==> config.mk <==
export PLATFORM = sky130hd
export DESIGN_NAME = instr_encoder_loader
export DESIGN_NICKNAME = d
export VERILOG_FILES = /design/src/rtl/instr_encoder_loader_pkg.sv /design/src/rtl/instr_encoder_loader_fifo.sv /design/src/rtl/instr_encoder_loader.sv
export SDC_FILE = /design/constraint.sdc
export NUM_CORES = 1
export LEC_CHECK = 0
export CAP_MARGIN = 20
export CORE_ASPECT_RATIO = 1.75
export CORE_UTILIZATION = 47
export DETAILED_ROUTE_END_ITERATION = 16
export GPL_ROUTABILITY_DRIVEN = 0
export GPL_TIMING_DRIVEN = 0
export PLACE_DENSITY = 0.76
export SKIP_CTS_REPAIR_TIMING = 1
export SKIP_LAST_GASP = 1
export SYNTH_ARGS = -nofsm -noshare
export SYNTH_HDL_FRONTEND = slang
export SYNTH_SLANG_ARGS = --single-unit
==> constraint.sdc <==
create_clock -name clk -period 2.6 [get_ports clk]
set_input_delay 0.39 -clock clk [delete_from_list [all_inputs] [get_ports clk]]
set_output_delay 0.39 -clock clk [all_outputs]
set_load 0.01 [all_outputs]
==> src/rtl/instr_encoder_loader_pkg.sv <==
// Shared types for the instruction encoder/loader: FSM states, format codes,
// the field bundle and the R/I/J word packer (inverse of the field decoder).
package instr_encoder_loader_pkg;

   typedef enum logic [1:0] {
      S_IDLE  = 2'd0,
      S_LOAD  = 2'd1,
      S_DRAIN = 2'd2,
      S_DONE  = 2'd3
   } state_t;

   localparam logic [1:0] FMT_R = 2'b00;
   localparam logic [1:0] FMT_I = 2'b01;
   localparam logic [1:0] FMT_J = 2'b10;
   localparam logic [1:0] FMT_X = 2'b11;

   typedef struct packed {
      logic [5:0]  op;
      logic [4:0]  rs;
      logic [4:0]  rt;
      logic [4:0]  rd;
      logic [4:0]  sham;
      logic [5:0]  funct;
      logic [15:0] imm16;
      logic [25:0] imm26;
   } fields_t;

   // Illegal formats pack to zero; the caller never pushes them.
   function automatic logic [31:0] pack_word(input logic [1:0] fmt,
                                             input fields_t  f);
      logic [31:0] w;
      case (fmt)
         FMT_R:   w = {f.op, f.rs, f.rt, f.rd, f.sham, f.funct};
         FMT_I:   w = {f.op, f.rs, f.rt, f.imm16};
         FMT_J:   w = {f.op, f.imm26};
         default: w = '0;
      endcase
      return w;
   endfunction

endpackage

==> src/rtl/instr_encoder_loader_fifo.sv <==
// instr_fifo: synchronous FIFO of packed words, WIDTH x DEPTH (DEPTH power of 2).
// Ports: clk, rst (sync, active-high), push/wdata, pop/rdata (show-ahead), full, empty.
module instr_fifo #(
   parameter int WIDTH = 32,
   parameter int DEPTH = 4
) (
   input  logic             clk,
   input  logic             rst,
   input  logic             push,
   input  logic [WIDTH-1:0] wdata,
   input  logic             pop,
   output logic [WIDTH-1:0] rdata,
   output logic             full,
   output logic             empty
);

   localparam int AW = $clog2(DEPTH);

   logic [WIDTH-1:0] mem [DEPTH];
   logic [AW-1:0]    wptr;
   logic [AW-1:0]    rptr;
   logic [AW:0]      count;
   logic             do_push;
   logic             do_pop;

   // A push into a full FIFO is legal only when a pop frees a slot.
   assign do_push = push && (!full || pop);
   assign do_pop  = pop && !empty;

   assign full  = (count == (AW+1)'(DEPTH));
   assign empty = (count == '0);
   assign rdata = mem[rptr];

   always_ff @(posedge clk) begin
      if (do_push) begin
         mem[wptr] <= wdata;
      end
   end

   always_ff @(posedge clk) begin
      if (rst) begin
         wptr  <= '0;
         rptr  <= '0;
         count <= '0;
      end else begin
         if (do_push) begin
            wptr <= wptr + AW'(1);
         end
         if (do_pop) begin
            rptr <= rptr + AW'(1);
         end
         case ({do_push, do_pop})
            2'b10:   count <= count + (AW+1)'(1);
            2'b01:   count <= count - (AW+1)'(1);
            default: count <= count;
         endcase
      end
   end

endmodule

==> src/rtl/instr_encoder_loader.sv <==
// Packs R/I/J instruction fields into 32-bit words, buffers them and streams
// them to the imem write port at consecutive word addresses from base_addr.
// Ports: clk, rst (sync, active-high), start/base_addr (session control),
//  in_valid/in_ready/in_last + fmt/op/rs/rt/rd/sham/funct/imm16/imm26 (field beats),
//  mem_we/mem_addr/mem_wdata (imem write), busy, done (pulse), err (sticky).
module instr_encoder_loader
   import instr_encoder_loader_pkg::*;
#(
   parameter int DATA_WIDTH = 32,
   parameter int ADDR_WIDTH = 32,
   parameter int FIFO_DEPTH = 4
) (
   input  logic                  clk,
   input  logic                  rst,
   input  logic                  start,
   input  logic [ADDR_WIDTH-1:0] base_addr,
   input  logic                  in_valid,
   output logic                  in_ready,
   input  logic                  in_last,
   input  logic [1:0]            fmt,
   input  logic [5:0]            op,
   input  logic [4:0]            rs,
   input  logic [4:0]            rt,
   input  logic [4:0]            rd,
   input  logic [4:0]            sham,
   input  logic [5:0]            funct,
   input  logic [15:0]           imm16,
   input  logic [25:0]           imm26,
   output logic                  mem_we,
   output logic [ADDR_WIDTH-1:0] mem_addr,
   output logic [DATA_WIDTH-1:0] mem_wdata,
   output logic                  busy,
   output logic                  done,
   output logic                  err
);

   state_t                state;
   state_t                state_nxt;
   fields_t               fields;
   logic [DATA_WIDTH-1:0] packed_word;
   logic [DATA_WIDTH-1:0] head;
   logic [ADDR_WIDTH-1:0] wr_addr;
   logic                  fifo_full;
   logic                  fifo_empty;
   logic                  accept;
   logic                  legal;
   logic                  push;
   logic                  pop;

   assign fields = '{op: op, rs: rs, rt: rt, rd: rd, sham: sham,
                     funct: funct, imm16: imm16, imm26: imm26};

   assign packed_word = pack_word(fmt, fields);

   assign in_ready = (state == S_LOAD) && !fifo_full;
   assign accept   = in_valid && in_ready;
   assign legal    = (fmt != FMT_X);
   assign push     = accept && legal;
   assign pop      = !fifo_empty;

   assign busy = (state != S_IDLE);
   assign done = (state == S_DONE);

   instr_fifo #(
      .WIDTH (DATA_WIDTH),
      .DEPTH (FIFO_DEPTH)
   ) u_fifo (
      .clk   (clk),
      .rst   (rst),
      .push  (push),
      .wdata (packed_word),
      .pop   (pop),
      .rdata (head),
      .full  (fifo_full),
      .empty (fifo_empty)
   );

   always_comb begin
      state_nxt = state;
      unique case (state)
         S_IDLE:  if (start) state_nxt = S_LOAD;
         S_LOAD:  if (accept && in_last) state_nxt = S_DRAIN;
         // The last pop already registered mem_we; it lands with the DONE edge.
         S_DRAIN: if (fifo_empty) state_nxt = S_DONE;
         S_DONE:  state_nxt = S_IDLE;
         default: state_nxt = S_IDLE;
      endcase
   end

   always_ff @(posedge clk) begin
      if (rst) begin
         state     <= S_IDLE;
         err       <= 1'b0;
         wr_addr   <= '0;
         mem_we    <= 1'b0;
         mem_addr  <= '0;
         mem_wdata <= '0;
      end else begin
         state  <= state_nxt;
         mem_we <= pop;
         if (pop) begin
            mem_addr  <= wr_addr;
            mem_wdata <= head;
            wr_addr   <= wr_addr + ADDR_WIDTH'(4);
         end
         // FIFO is always empty in IDLE, so this never collides with a pop.
         if (state == S_IDLE && start) begin
            wr_addr <= base_addr;
            err     <= 1'b0;
         end
         if (accept && !legal) begin
            err <= 1'b1;
         end
      end
   end

endmodule

# [After elaboration in Yosys (flattened, before gate mapping)]
# Memories as Yosys holds them, arrays and structs flattened. A register that Yosys moved wholly into a read port is not among the register bits.
# Cells that the tools add are included.
[totals] reg_bits=75 latchBits=0 mem_bits_rw=128 romBits=0 wordCells=58 n_memories=1
[classes] n_addsub=5 mul=0 n_div=0 order_cmp=0 eq_ne=13 shift=0 muxes=12 bitwise_logic=0 n_reduce_logical=19
[mem_list] name="u_fifo.mem" depth=4 width=32 read_ports=1 rd_ports_with_merged_regs=1 wr=1 line_no="instr_encoder_loader_fifo.sv:19" rtl="logic [WIDTH-1:0] mem [DEPTH];"
[op_table] op="$pmux 32 s3" count=1
[op_table] op="$mux 32" count=2
[op_table] op="$add 32x3->32 const B" count=1
[op_table] op="$eq 2x2->1 const B" count=4
[op_table] op="$pmux 2 s4" count=1
[op_table] op="$logic_and 1x1->1" count=7
[op_table] op="$eq 2x1->1 const B" count=3
[op_table] op="$mux 2" count=3
[op_table] op="$ne 2x2->1 const B" count=3
[op_table] op="$pmux 3 s2" count=1
[op_table] op="$reduce_bool 2->1" count=3
[op_table] op="$add 2x1->2 const B" count=2
[op_table] op="$logic_not 1->1" count=4
[op_table] op="$logic_not 2->1" count=2
[op_table] op="$mux 1" count=4
[op_table] op="$ne 2x1->1 const B" count=2
[op_table] op="$add 3x1->3 const B" count=1
[op_table] op="$eq 3x3->1 const B" count=1
[op_table] op="$logic_not 3->1" count=1
[op_table] op="$reduce_and 3->1" count=1
[op_table] op="$sub 3x1->3 const B" count=1
[op_table] op="$logic_or 1x1->1" count=1

# [Logic depth before layout (Yosys ltp)]
[logic_depth] ltp_word=8 ltp_mapped=11 mapped_depth_nobuf=11

# [By module]
# From an unflattened synthesis, not the netlist that was laid out.
[unflattened] cells_unflattened=770 area_unflattened_um2=9954.5
[modules_own_cells] module="instr_fifo" instances=1 cells_per_inst=221 area_each_um2=5146.2
[modules_own_cells] module="instr_encoder_loader" instances=1 cells_per_inst=549 area_each_um2=4808.4

# [Worst setup path before layout]
# No wires, ideal clock.
[synth_timing] path_type="flip-flop to flip-flop" start="register u_fifo.count[0]" end="register u_fifo.count[2]" setup_ps=70 t_arrival_ps=2369 required_ps=2530 path_slack_ps=161 stages_incl_launch_ff=11 n_path_buf=2 period_less_slack_ps=2439 path_cell_list="dfxtp_1 nor3_4 inv_1 clkbuf_1 buf_1 ha_1 inv_1 fa_1 xor2_1 or3_1 a21oi_1"
[synth_between] elab_cells_between_ends=15 classes_between="2 x add/sub; 3 x eq/ne; 1 x mux; 9 x reduce/logical"
[synth_rtl] item="start, declared" line_no="instr_encoder_loader_fifo.sv:22" rtl="logic [AW:0] count;"
[synth_rtl] item="start signal, assigned" line_no="instr_encoder_loader_fifo.sv:53" rtl="2'b10: count <= count + (AW+1)'(1);"
[synth_rtl] item="start signal, assigned" line_no="instr_encoder_loader_fifo.sv:54" rtl="2'b01: count <= count - (AW+1)'(1);"
[synth_rtl] item="start signal, assigned" line_no="instr_encoder_loader_fifo.sv:55" rtl="default: count <= count;"
[synth_rtl] item="$logic_not 3->1 *" line_no="instr_encoder_loader_fifo.sv:31" rtl="assign empty = (count == '0);"
[synth_rtl] item="$logic_not 1->1 *" line_no="instr_encoder_loader.sv:59" rtl="assign pop = !fifo_empty;"
[synth_rtl] item="named net pop" line_no="instr_encoder_loader.sv:48" rtl="logic pop;"
[synth_rtl] item="$logic_or 1x1->1" line_no="instr_encoder_loader_fifo.sv:27" rtl="assign do_push = push && (!full || pop);"
[synth_rtl] item="$logic_and 1x1->1" line_no="instr_encoder_loader_fifo.sv:27"
[synth_rtl] item="$eq 2x1->1 or $eq 2x2->1 (tied branches)" line_no="instr_encoder_loader_fifo.sv:52" rtl="case ({do_push, do_pop})"
[synth_rtl] item="$pmux 3 s2 or $reduce_bool 2->1 (tied branches)"
# The timed path passes the listed nets; every way through them passes the cells marked *.
# A chain may end at the register's enable or synchronous reset.

# [Worst setup path after layout]
[layout_timing] start="register u_fifo.count[1]" end="register u_fifo.count[2]"
# The elaborated chain is that of the path after synthesis.

==> impl_metrics.toml <==
[clock_tree]
cts_buffer_depth = 3
cts_sinks = 235
clockRootBuffer = "clkbuf_16"
cts_tree = "built"
htreeDepth = 1
cts.clk_slew.worst_paths_ns = 0.07
cts_buffers = 22
clkLatencyLatePin_ns = 0.50

[detailed_routing]
firstDrtPassIters = 5
route.detailed.drc = 0
wirelength_um = 24500
final_antenna_net_count = 0
drt_iter0_markers = 428
routedWlPerCell_um = 18.7
via_per_inst = 5.55
vias = 7264

[hold_path]
hold_end = "mem_addr[16]"
min_path_type = "reg -> reg"
hp-start = "mem_addr[16]"
hold_path_depth = 2

[placement]
placed_area_sq_mm = 0.0118
dp.cells = 1266
place_hpwl_um = 17400
port_buffers = 178
dpl_worst_slack_ns = -0.322

[finish]
post-route-util_pct = 62.2
fin_nets = 1171
stdcell_area_sq_mm = 0.0126
diodes = 0
final_cells = 1310
synthToLayoutAreaGrowth_pct = 29.7
drive_gt1_share_pct = 9.13

[worst_setup_path]
cp-end-kind = "flip-flop"
start_kind = "flip-flop"
reg2reg_to = "u_fifo.count[2]"
crit_required_ns = 3.02
rr_startpoint = "u_fifo.count[1]"
worst-r2r-setup-slack_ns = 0.18
crit_slowest_cell = "dfxtp_1"
cpPeakStageDelay_ns = 0.42
crit_buf_inv = 4
cp.arrival_ns = 2.85
reg2regPathDepth = 10
worst-setup-path-type = "reg -> reg"
cp_max_fo = 10
path_common_cell = "inv_1"
cpLargestDelayFamily = "buffers and inverters"
path_cells = "nor3_4 > inv_1 > buf_4 > clkbuf_4 > ha_1 > inv_1 > fa_1 > xor2_1 > or3_1 > a21oi_1"

[synthesis]
yosysMostFrequentCell = "nand2_1"
syn_avg_cell_area_sq_um = 11.6
seq_area_frac_synth_pct = 61.5
synth_seq_cells = 235
syn_inst = 840
netlist_area_sq_mm = 0.00974
async_flop_share_pct = 0
synth.distinct_cells = 43
synth_top_cell_by_area = "edfxtp_1"
ys_warn_count = 0
synth-main-ff-cell = "edfxtp_1"
synth_top_area_share_pct = 39.5
synth.area.top_cells = "edfxtp_1 39%, dfxtp_1 22%, mux4_2 7.4%"
syn_nets = 965
synth_edf_count = 128
ys_top_cells_by_count = "180 x nand2_1, 128 x edfxtp_1, 107 x dfxtp_1"

[run]
maxCapViolations = 0

[timing]
fin_ws_ns = 0.177
max_freq_mhz = 413
fin_hold_ws_ns = 0.450
hold_viol_final = 0
finalMaxSlewViolations = 0
clock-skew-final_ns = 0.0120
setup_viol = 0
period_share_pct = 93.2
fin_crit_ns = 2.42
maxSlewHeadroom_pct = 39.1
rsz0062_at_grt = "no"
worst_pin_slew_ns = 0.914

[floorplan]
start_util_pct = 48.0
coreArea_sq_mm = 0.0203
ioPinCount = 182
dieArea_sq_mm = 0.0213
rows = 69
die-width_um = 111
fp.dieH_um = 192

[global_route]
grt.overflow.total = 0
grt_max_degree = 33
grt_pass1_vias = 7316
grt_usage_pct = 22.9
grt_pass1_wl_um = 37900
antenna_found_initial = 0

[power]
leakage_nw = 4.24
vdd_drop_max_mv = 0.552
p_per_area_mw_per_mm2 = 960

[outcome]
status = "complete, no violations"
==> per-layer routing <==
layer	up-vias	global-route usage [%]	wire, um
met1	3462	23.6	8700
met4	0	10.6	932
met3	68	2.95	1220
li1	3438	-	-
met5	-	0	0
met2	296	45.2	13700
==> sequential cells by signal, summed over array words and instances (netlist names) <==
register,flops
wr_addr,32
u_fifo.rptr,2
u_fifo.wptr,2
u_fifo.mem,128
u_fifo.count,3
mem_wdata,32
mem_we,1
err,1
state,2
mem_addr,32
==> report_power, final <==
part           leakage [nW]  switching (mW)  internal (mW)
registers              2.04           0.485           4.57
logic                  1.83            2.01           1.76
clock network         0.359            1.39           1.90
==> worst max-delay path by stage <==
stage               startpoint           endpoint  slack [ns]  cells past startpoint
4_1_cts        u_fifo.count[0]    u_fifo.count[2]       -0.36                     10
5_1_grt        u_fifo.count[1]    u_fifo.count[2]        0.03                     10
2_1_floorplan  u_fifo.count[0]    u_fifo.count[2]        0.16                     10
3_5_place_dp   u_fifo.count[0]    u_fifo.count[2]       -0.32                     10
3_3_place_gp          in_valid  u_fifo.mem[2][27]       -0.55                      4
6_report       u_fifo.count[1]    u_fifo.count[2]        0.18                     10
==> final cells by class <==
cell class / count / area [sq um]
plain buffers: 56 / 231
repair buffers: 182 / 1810
clock inverters: 10 / 126
multi-input cells: 526 / 3450
well taps: 248 / 310
fillers: 1612 / 7660
flip-flops and latches: 235 / 5990
clock buffers: 30 / 622
inverters: 23 / 86.3
==> cells by family (layout without fill, tap and decap cells) <==
logic type	Yosys count	after routing	share of synthesized area, %
XOR/XNOR	14	14	1.26
adder cells (fa/ha/maj)	12	12	1.62
flip-flops	235	235	61.5
multiplexers	49	49	9.15
AND/OR/NAND/NOR	300	300	14.0
AO/OA/AOI/OAI	151	151	9.33
buffers and inverters	79	301	3.19
==> cells in the final DEF, fill, tap and decap left out, types with 5 or more instances in the layout <==
| cell type | netlist | routed |
|---|---|---|
| clkbuf_1 | 41 | 45 |
| a311oi_1 | 17 | 17 |
| clkbuf_16 | 0 | 23 |
| nand2_1 | 180 | 180 |
| a211oi_1 | 8 | 8 |
| inv_1 | 23 | 22 |
| mux4_2 | 32 | 32 |
| dfxtp_1 | 107 | 105 |
| ha_1 | 11 | 11 |
| or4_1 | 15 | 15 |
| a21oi_1 | 71 | 71 |
| xnor2_1 | 8 | 8 |
| nor4_1 | 9 | 9 |
| buf_1 | 9 | 8 |
| buf_2 | 5 | 5 |
| xor2_1 | 6 | 6 |
| nand4_1 | 9 | 9 |
| nand3_1 | 12 | 11 |
| o21ai_0 | 30 | 30 |
| clkdlybuf4s50_1 | 0 | 178 |
| mux2i_1 | 17 | 17 |
| buf_4 | 0 | 5 |
| o31ai_1 | 15 | 15 |
| edfxtp_1 | 128 | 128 |
| nor2_1 | 41 | 41 |
| and2_1 | 13 | 9 |
==> tightest hold or removal path, cell delays in order (launching register included) <==
cell and delay (ns):
dfxtp_1 0.31, nand2_1 0.05, a21oi_1 0.05
==> per-stage QoR <==
stage	total power [mW]	setup TNS [ns]
2_1_floorplan	7.14	0
3_3_place_gp	8.73	-66.33
3_5_place_dp	8.82	-0.433
4_1_cts	12.1	-0.491
5_1_grt	12.7	0
6_report	12.1	0
No activity file was read; power rests on OpenSTA's default activity.
